**config.mk**
```make
export PLATFORM = sky130hd
export DESIGN_NAME = riscv_writeback
export DESIGN_NICKNAME = d
export VERILOG_FILES = /design/src/rtl/riscv_writeback.sv
export SDC_FILE = /design/constraint.sdc
export NUM_CORES = 1
export LEC_CHECK = 0
export CORE_ASPECT_RATIO = 0.6
export CORE_UTILIZATION = 35
export CTS_CLUSTER_DIAMETER = 100
export CTS_CLUSTER_SIZE = 40
export DETAILED_ROUTE_END_ITERATION = 16
export HOLD_SLACK_MARGIN = 0.02
export SKIP_CTS_REPAIR_TIMING = 1
export SLEW_MARGIN = 0
export SYNTH_ARGS = -nofsm -noshare
export SYNTH_HDL_FRONTEND = slang
export SYNTH_SLANG_ARGS = --single-unit
```
**constraint.sdc**
```tcl
create_clock -name clk -period 1.9 [get_ports clk]
set_input_delay 0.38 -clock clk [delete_from_list [all_inputs] [get_ports clk]]
set_output_delay 0.38 -clock clk [all_outputs]
set_load 0.01 [all_outputs]
```
**src/rtl/riscv_writeback.sv**
```systemverilog
// riscv_writeback: register-file writeback arbiter.
// ALU results always win the single write port; load results that return
// from memory wait in a small FIFO and drain whenever the ALU is idle.
// A 32-bit scoreboard marks registers that still have a load in flight.
module riscv_writeback #(
   parameter int LDQ_DEPTH = 2
) (
   input  logic        clk,
   input  logic        resetn,
   input  logic        alu_valid,
   input  logic [4:0]  alu_rd,
   input  logic [31:0] alu_data,
   input  logic        issue_valid,
   input  logic [4:0]  issue_rd,
   input  logic        ld_valid,
   output logic        ld_ready,
   input  logic [4:0]  ld_rd,
   input  logic [31:0] ld_data,
   output logic        we,
   output logic [4:0]  rd_addr,
   output logic [31:0] rd_data,
   output logic [31:0] busy_mask
);

   localparam int PTR_W = $clog2(LDQ_DEPTH);
   localparam int CNT_W = PTR_W + 1;

   // Load-result queue storage.
   logic [4:0]       q_rd_q   [LDQ_DEPTH];
   logic [31:0]      q_data_q [LDQ_DEPTH];

   // Queue control state.
   logic [PTR_W-1:0] wr_ptr_q, wr_ptr_d;
   logic [PTR_W-1:0] rd_ptr_q, rd_ptr_d;
   logic [CNT_W-1:0] count_q, count_d;

   // Registered write port and scoreboard.
   logic             we_q, we_d;
   logic [4:0]       rd_addr_q, rd_addr_d;
   logic [31:0]      rd_data_q, rd_data_d;
   logic [31:0]      busy_q, busy_d;

   logic             push;
   logic             pop;
   logic [4:0]       head_rd;
   logic [31:0]      head_data;

   // The queue only accepts while out of reset and not full.
   assign ld_ready  = resetn && (count_q < CNT_W'(LDQ_DEPTH));
   assign push      = ld_valid && ld_ready;
   // A queued load drains only in a cycle the ALU leaves the port free.
   assign pop       = !alu_valid && (count_q != '0);
   assign head_rd   = q_rd_q[rd_ptr_q];
   assign head_data = q_data_q[rd_ptr_q];

   assign we        = we_q;
   assign rd_addr   = rd_addr_q;
   assign rd_data   = rd_data_q;
   assign busy_mask = busy_q;

   // Select the next register-file write: ALU first, then queue head.
   always_comb begin
      // NOTE: every signal assigned here gets a default first, so no path
      // leaves it unassigned and no latch is inferred.
      we_d      = 1'b0;
      rd_addr_d = rd_addr_q;
      rd_data_d = rd_data_q;
      if (alu_valid) begin
         we_d      = (alu_rd != 5'd0);
         rd_addr_d = alu_rd;
         rd_data_d = alu_data;
      end else if (pop) begin
         we_d      = (head_rd != 5'd0);
         rd_addr_d = head_rd;
         rd_data_d = head_data;
      end
   end

   // Scoreboard update: pop clears, issue sets afterwards so a set wins.
   always_comb begin
      // NOTE: blocking assignments in order give the later set precedence
      // over the earlier clear when both hit the same bit.
      busy_d = busy_q;
      if (pop) begin
         busy_d[head_rd] = 1'b0;
      end
      if (issue_valid && (issue_rd != 5'd0)) begin
         busy_d[issue_rd] = 1'b1;
      end
      busy_d[0] = 1'b0;
   end

   // Queue pointer and occupancy update; pointers wrap naturally.
   always_comb begin
      wr_ptr_d = wr_ptr_q + PTR_W'(push);
      rd_ptr_d = rd_ptr_q + PTR_W'(pop);
      count_d  = count_q + CNT_W'(push) - CNT_W'(pop);
   end

   // Control and output registers, cleared asynchronously by reset.
   always_ff @(posedge clk or negedge resetn) begin
      // NOTE: sequential state uses non-blocking assignments so every flop
      // samples the pre-edge values of the others.
      if (!resetn) begin
         wr_ptr_q  <= '0;
         rd_ptr_q  <= '0;
         count_q   <= '0;
         we_q      <= 1'b0;
         rd_addr_q <= 5'd0;
         rd_data_q <= 32'd0;
         busy_q    <= 32'd0;
      end else begin
         wr_ptr_q  <= wr_ptr_d;
         rd_ptr_q  <= rd_ptr_d;
         count_q   <= count_d;
         we_q      <= we_d;
         rd_addr_q <= rd_addr_d;
         rd_data_q <= rd_data_d;
         busy_q    <= busy_d;
      end
   end

   // Queue storage write on push.
   always_ff @(posedge clk) begin
      // NOTE: storage is deliberately not reset; an empty count makes stale
      // entries unreachable, and leaving it out keeps it a plain RAM.
      if (push) begin
         q_rd_q[wr_ptr_q]   <= ld_rd;
         q_data_q[wr_ptr_q] <= ld_data;
      end
   end

endmodule

```
==> results of run 1 <==
==> metal layers <==
metal,share of wire,vias to the layer above,global-route usage
li1,-,2116,-
met1,0.53,2234,0.290
met2,0.41,167,0.248
met3,0.059,8,0.0519
met4,0.0076,0,0.0460
met5,0,-,0
==> cell type report <==
class                      instances  area [um2]
multi-input combinational        265        2050
clock buffer                      23         532
sequential                       147        4050
fill                            1452        8520
clock inverter                     9        65.1
tap                              234         293
inverter                          36         135
timing repair buffer             181        1800
==> synthesized netlist by cell type (5+ instances only) <==
library cell / number
a211oi_2: 8
mux2i_1: 37
dfrtp_1: 73
nand3b_1: 6
a32oi_1: 31
or3b_4: 5
o21ai_0: 65
inv_1: 36
nand2_1: 39
edfxtp_1: 74
mux2_2: 37
clkbuf_1: 7
==> kinds of logic after synthesis <==
logic type	after synthesis	synth area share
adder cells (fa/ha/maj)	4	0.00787
AND/OR/NAND/NOR	72	0.0679
other	1	0.000590
flip-flops	147	0.637
buffers and inverters	58	0.0421
XOR/XNOR	3	0.00413
AO/OA/AOI/OAI	111	0.117
multiplexers	74	0.124
==> final timing paths <==
path	from	endpoint	cells after the start
min in group clk	alu_valid	rd_addr[0]	3
worst max register to register	rd_ptr_q	busy_mask[18]	3
worst max-delay path	rd_ptr_q	busy_mask[18]	3
worst min register to register	busy_mask[20]	busy_mask[20]	2
worst min-delay path	resetn	rd_data[15]	2
max in group asynchronous	resetn	rd_ptr_q	2
==> stage by stage <==
stage	worst slack [ns]	power [mW]	util
2_1_floorplan	-0.291	6.10	-
3_5_place_dp	0.0392	7.45	0.477
5_1_grt	0.0154	11.3	0.512
4_1_cts	-0.0518	10.8	0.511
3_3_place_gp	0.0707	7.36	0.477
6_report	0.0868	10.7	0.512
==> flip-flops by register name, summed over array words and instances, names as in the netlist <==
register / flops
rd_addr: 5
q_rd_q: 10
rd_ptr_q: 1
q_data_q: 64
count_q: 2
wr_ptr_q: 1
we: 1
busy_mask: 31
rd_data: 32
==> layout by cell type (no fill, tap or decap), types with 3 or more instances in the layout <==
cell,instances
nor2b_1,3
a32oi_1,31
a211oi_2,8
mux2_2,37
buf_12,5
clkdlybuf4s50_1,150
and4b_1,3
nor4bb_1,3
clkinv_2,3
buf_4,23
edfxtp_1,74
or3b_4,5
dfrtp_1,72
o21ai_1,4
xnor2_1,3
inv_1,36
clkinv_4,4
nand2_1,39
clkbuf_16,20
mux2i_1,37
nand3b_1,6
o21ai_0,65
==> where the power goes <==
group	internal (mW)	switching (mW)
combinational	1.76	1.45
clock	1.99	1.31
sequential	3.85	0.347
total	7.59	3.11
==> worst max-delay path: stages, from the launching register on <==
cell and delay (ns):
dfrtp_4 0.60, or3b_4 0.47, a211oi_2 0.46, o21ai_0 0.14
==> results.py, run 1 <==
metrics = {
    "setup_path": {
        "critical_path_class": "reg2reg",
        "endpoint_kind": "register",
        "cp_max_fo": 25,
        "ff2ff_setup_slack_ns": 0.09,
        "start_kind": "register",
        "cp_data_arrival_time_ns": 2.08,
        "cp_data_required_time_ns": 2.16,
    },
    "synth": {
        "synth_top_area_frac": 0.350,
        "seq_area_frac_synth": 0.637,
        "synth_top_flop_cell": "edfxtp_1",
        "synth_enable_flop_cells": 74,
        "syn_inst": 470,
        "postSynthAreaPerCell_um2": 13.5,
        "syn-num-nets": 558,
        "yosys-top-cells-area": "edfxtp_1, dfrtp_1, mux2_2",
        "syn_area_um2": 6360,
        "async_reset_ff_frac": 0.497,
        "synth_seq_cells": 147,
        "synth_warnings": 0,
        "yosysUniqueCellTypes": 36,
        "yosysTopAreaCell": "edfxtp_1",
    },
    "finish": {
        "final_cells": 895,
        "antenna_cells": 0,
        "area_delta_synth_final_pct": 40.5,
        "drive_gt1_frac": 0.180,
        "final_nets": 736,
        "final_area_um2": 8930,
    },
    "status": {
        "status": "complete, no violations",
    },
    "sta": {
        "clock_skew_ns": 0.0159,
        "rsz0062_at_grt": "false",
        "hold_viol_final": 0,
        "setup_tns_ns": 0,
        "setup-violations-final": 0,
        "fin_crit_sh": 0.954,
        "worst_pin_slew_ns": 1.01,
        "fmax_mhz": 552,
        "slew_headroom": 0.324,
        "fin_crit_ns": 1.81,
        "hold_ws_ns": 0.229,
        "slew_viol_final": 0,
    },
    "hold_path": {
        "min_path_type": "in2async",
    },
    "die": {
        "num_rows": 37,
        "die_x_um": 176,
        "initial_core_util": 0.364,
        "dieArea_um2": 18700,
        "core_um2": 17500,
        "die_y_um": 106,
        "boundaryPins": 155,
    },
    "pwr": {
        "irDropWorstVdd_v": 0.000728,
        "p_per_area_nw_per_um2": 1200,
        "p_leak_nw": 3.51,
    },
    "detailed_routing": {
        "routedWlPerCell_um": 18.8,
        "ant_nets": 0,
        "viasPerCell": 5.06,
        "drt_pass1_iterations": 4,
        "drc": 0,
        "drt_wl_total_um": 16800,
        "vias": 4525,
        "drt-initial-drc-count": 369,
    },
    "placement": {
        "place_area_um2": 8320,
        "portBuffers": 153,
        "gp_congestion": 0.873,
        "dp_hpwl_um": 12100,
        "dpl.cell_count": 863,
    },
    "cts": {
        "clockBufferDepth": 2,
        "path_clk_slew_ns": 0.07,
        "cts_tree": "built",
        "htree_levels": 4,
        "cts-buffers-inserted": 17,
        "cts-root-buf": "clkbuf_16",
        "cts.sinks": 147,
        "clock_latency_ns": 0.41,
    },
    "grt": {
        "grt_util_all_layers": 0.186,
        "antenna_found_initial": 0,
        "grt_pass1_vias": 4562,
        "grt-ovfl-total": 0,
        "grt_pass1_wl_um": 26100,
        "grt_max_degree": 76,
    },
    "job": {
        "maxCapViolCount": 0,
    },
}
Power figures use the tool's default switching activity.
==> inputs of run 2 (changes only) <==
clock period = 2.3 ns   (was 1.9 ns; I/O delays follow)
==> results.py, run 2 (synthesis gave the netlist of run 1 again) <==
metrics = {
    "pwr": {
        "p_per_area_nw_per_um2": 1000,
        "irDropWorstVdd_v": 0.000527,
        "p_leak_nw": 3.44,
    },
    "die": {
        "core_um2": 17500,
        "initial_core_util": 0.364,
        "die_y_um": 106,
        "dieArea_um2": 18700,
        "boundaryPins": 155,
        "die_x_um": 176,
        "num_rows": 37,
    },
    "sta": {
        "fin_crit_ns": 2.06,
        "setup_ws_ns": 0.237,
        "rsz0062_at_grt": "false",
        "setup-violations-final": 0,
        "setup_tns_ns": 0,
        "fin_crit_sh": 0.897,
        "slew_headroom": 0.336,
        "clock_skew_ns": 0.0114,
        "hold_ws_ns": 0.307,
        "slew_viol_final": 0,
        "fmax_mhz": 485,
        "worst_pin_slew_ns": 0.997,
        "hold_viol_final": 0,
    },
    "finish": {
        "largest-register": "q_data_q",
        "layout_commonest_cell": "clkdlybuf4s50_1",
        "final_cell_mix": "clkdlybuf4s50_1, edfxtp_1, dfrtp_1, o21ai_0, nand2_1",
        "area_delta_synth_final_pct": 38.6,
        "antenna_cells": 0,
        "drive_gt1_frac": 0.166,
        "largest_reg_flops": 64,
        "final_core_util": 0.505,
        "final_nets": 726,
    },
    "cts": {
        "cts-root-buf": "clkbuf_16",
        "path_clk_slew_ns": 0.06,
        "cts-buffers-inserted": 17,
        "htree_levels": 4,
        "clock_latency_ns": 0.42,
        "cts.sinks": 147,
        "cts_tree": "built",
        "clockBufferDepth": 2,
    },
    "grt": {
        "grt_pass1_vias": 4423,
        "grt_pass1_wl_um": 25700,
        "grt-ovfl-total": 0,
        "antenna_found_initial": 0,
        "grt_util_all_layers": 0.186,
        "grt_max_degree": 76,
    },
    "setup_path": {
        "endpoint_kind": "output pin",
        "endpoint": "ld_ready",
        "timing.rr.end": "busy_mask[1]",
        "start_kind": "register",
        "cp_cell_sequence": "nor2b_1 -> clkdlybuf4s50_1",
        "cp_max_fo": 4,
        "cp_data_required_time_ns": 1.84,
        "worstReg2RegStart": "rd_ptr_q",
        "slowest_stage": "clkdlybuf4s50_1",
        "ff2ff_setup_slack_ns": 0.31,
        "cp_data_arrival_time_ns": 1.60,
        "critical_path_class": "reg2out",
        "cp.depth": 2,
        "critPathBufInv": 1,
        "slowest_delay_ns": 0.55,
        "reg2regPathDepth": 4,
        "crit_path_start": "count_q[1]",
        "critPathTopFamily": "buffers and inverters",
    },
    "detailed_routing": {
        "ant_nets": 0,
        "routedWlPerCell_um": 19.1,
        "drt_wl_total_um": 16900,
        "drt-initial-drc-count": 340,
        "viasPerCell": 5.09,
        "drt_pass1_iterations": 5,
        "drc": 0,
        "vias": 4506,
    },
    "placement": {
        "gp_congestion": 0.848,
        "portBuffers": 153,
        "place_ws_ns": 0.331,
        "dp_hpwl_um": 12400,
    },
    "hold_path": {
        "min_path_type": "in2async",
    },
    "status": {
        "status": "complete, no violations",
    },
    "job": {
        "maxCapViolCount": 0,
    },
}
==> run 2: cell count changes in the layout (fill, tap and decap cells not counted), moves of 3 or more <==
cell and change:
buf_4 -6, buf_12 -3, clkinv_2 -3, inv_4 +3
==> run 2: through the flow <==
| step | cell area [um2] | std cells | power [mW] |
|---|---|---|---|
| after CTS | 8810 | 885 | 8.90 |
| after detailed placement | 8210 | 853 | 6.09 |
| after global routing | 8810 | 885 | 9.22 |
| after global placement | 8210 | 853 | 6.03 |
| final | 8810 | 885 | 8.82 |
| after floorplan | 6360 | 470 | 5.04 |
==> run 2: worst min-delay path by stage <==
stage / slack, ns / endpoint / cells after the start / start
3_3_place_gp: 0.54 / busy_mask[25] / 2 / busy_mask[25]
5_1_grt: 0.39 / count_q[1] / 2 / resetn
6_report: 0.31 / count_q[1] / 2 / resetn
3_5_place_dp: 0.55 / busy_mask[2] / 2 / busy_mask[2]
2_1_floorplan: 0.16 / busy_mask[10] / 0 / resetn
4_1_cts: 0.34 / busy_mask[12] / 2 / resetn
==> run 2: worst register-to-register path: stages, from the launching register on <==
cell,delay [ns]
dfrtp_2,0.56
buf_4,0.26
or3_4,0.44
a211oi_2,0.43
o21ai_0,0.17
==> run 2: cell type report <==
| cell class | count | area (um2) |
|---|---|---|
| flip-flops and latches | 147 | 4050 |
| clock buffers | 20 | 489 |
| multi-input cells | 265 | 2040 |
| repair buffers | 171 | 1680 |
| clock inverters | 12 | 114 |
| inverters | 36 | 135 |
| fillers | 1471 | 8640 |
| well taps | 234 | 293 |
==> run 2: report_power, final <==
part           leakage, nW  internal [mW]  switching, mW
sequential            1.45           3.17          0.277
combinational         1.69           1.38           1.20
clock                0.302           1.67           1.12
total                 3.44           6.22           2.60
==> run 2: layer usage <==
| layer | GRT usage | vias to the layer above | wire [um] |
|---|---|---|---|
| li1 | - | 2093 | - |
| met1 | 0.293 | 2220 | 8790 |
| met2 | 0.245 | 182 | 6820 |
| met3 | 0.0501 | 11 | 1170 |
| met4 | 0.0478 | 0 | 149 |
| met5 | 0 | - | 0 |
==> inputs of run 3 (changes only) <==
DONT_BUFFER_PORTS = 1   (was default)
clock period = 2.2 ns   (was 2.3 ns; I/O delays follow)
==> results.py, run 3 (synthesis gave the netlist of run 1 again) <==
metrics = {
    "pwr": {
        "p_per_area_nw_per_um2": 1160,
        "p_leak_nw": 2.80,
        "irDropWorstVdd_v": 0.000485,
    },
    "sta": {
        "slew_headroom": 0.364,
        "worst_pin_slew_ns": 0.941,
        "hold_viol_final": 0,
        "clock_skew_ns": 0.00888,
        "setup-violations-final": 0,
        "fmax_mhz": 533,
        "hold_ws_ns": 0.111,
        "rsz0062_at_grt": "false",
        "slew_viol_final": 0,
        "fin_crit_ns": 1.88,
        "fin_crit_sh": 0.853,
    },
    "detailed_routing": {
        "vias": 3954,
        "ant_nets": 0,
        "drt-initial-drc-count": 422,
        "routedWlPerCell_um": 22.2,
        "drc": 0,
        "viasPerCell": 5.40,
        "drt_wl_total_um": 16200,
        "drt_pass1_iterations": 5,
    },
    "die": {
        "initial_core_util": 0.364,
        "core_um2": 17500,
        "boundaryPins": 155,
        "die_y_um": 106,
        "dieArea_um2": 18700,
        "die_x_um": 176,
        "num_rows": 37,
    },
    "setup_path": {
        "cp.depth": 3,
        "critPathTopFamily": "compound AO/OA/AOI/OAI gates",
        "ff2ff_setup_slack_ns": 0.32,
        "crit_path_start": "rd_ptr_q",
        "cp_cell_sequence": "nand3_1 -> a211oi_2 -> o21ai_0",
        "cp_data_required_time_ns": 2.48,
        "endpoint_kind": "register",
        "slowest_delay_ns": 0.62,
        "cp_data_arrival_time_ns": 2.15,
        "slowest_stage": "dfrtp_2",
        "critical_path_class": "reg2reg",
        "endpoint": "busy_mask[31]",
        "start_kind": "register",
        "reg2regPathDepth": 3,
        "worstReg2RegStart": "rd_ptr_q",
        "timing.rr.end": "busy_mask[31]",
        "cp_max_fo": 23,
        "critPathBufInv": 0,
    },
    "finish": {
        "largest-register": "q_data_q",
        "layout_commonest_cell": "edfxtp_1",
        "area_delta_synth_final_pct": 14.4,
        "drive_gt1_frac": 0.211,
        "antenna_cells": 0,
        "largest_reg_flops": 64,
        "final_nets": 573,
        "final_cell_mix": "edfxtp_1, dfrtp_1, o21ai_0, nand2_1",
        "final_core_util": 0.417,
    },
    "cts": {
        "clockBufferDepth": 2,
        "path_clk_slew_ns": 0.06,
        "cts_tree": "built",
        "cts-buffers-inserted": 17,
        "cts-root-buf": "clkbuf_16",
        "cts.sinks": 147,
        "htree_levels": 4,
        "clock_latency_ns": 0.42,
    },
    "grt": {
        "grt_pass1_vias": 3946,
        "grt-ovfl-total": 0,
        "antenna_found_initial": 0,
        "grt_max_degree": 77,
        "grt_pass1_wl_um": 24300,
        "grt_util_all_layers": 0.179,
    },
    "status": {
        "status": "complete, no violations",
    },
    "hold_path": {
        "hold_start": "ld_data[20]",
        "min_path_type": "in2reg",
    },
    "placement": {
        "dp_hpwl_um": 11400,
        "portBuffers": 0,
        "gp_congestion": 0.959,
    },
    "job": {
        "maxCapViolCount": 0,
    },
}
==> run 3: cell count changes in the layout (fill, tap and decap cells not counted), sizes merged <==
cell / change
buf: -3
bufinv: -1
clkbuf: -1
dlygate4sd3: +1
inv: -2
clkinvlp: +4
clkdlybuf4s50: -151
==> run 3: stage by stage <==
step                power (mW)  cell area, um2  std cells  worst slack (ns)  TNS (ns)
global route              8.86            7270        732             0.246         0
floorplan                 5.27            6360        470          -0.00789    -0.584
CTS                       8.46            7240        730             0.361         0
detailed placement        5.76            6690        698             0.387         0
global placement          5.69            6690        698             0.397         0
finish                    8.41            7270        732             0.323         0
==> run 3: layout make-up <==
cell class                 instances  area, um2
tap                              234        293
multi-input combinational        265       2040
fill                            1574      10200
clock buffer                      19        443
clock inverter                    13        101
timing repair buffer              18        208
sequential                       147       4050
inverter                          36        135
==> run 3: worst min-delay path by stage <==
stage	to	slack, ns	cells after the start
floorplan	busy_mask[10]	0.14	0
global placement	rd_data[11]	0.15	0
detailed placement	rd_data[15]	0.15	0
CTS	rd_data[6]	-0.31	0
global route	q_data_q[0][31]	0.09	0
finish	q_data_q[0][20]	0.11	0
==> run 3: power by group <==
part	leakage [nW]	switching, mW	total [mW]	internal [mW]
Clock	0.257	1.19	2.68	1.49
Combinational	1.09	1.00	1.97	0.972
Sequential	1.45	0.444	3.76	3.32
Total	2.80	2.63	8.41	5.78
==> run 3: per-layer routing <==
metal | track usage | wire [um]
met1 | 0.254 | 7590
met2 | 0.237 | 6630
met4 | 0.0584 | 216
met5 | 0 | 0
met3 | 0.0833 | 1780
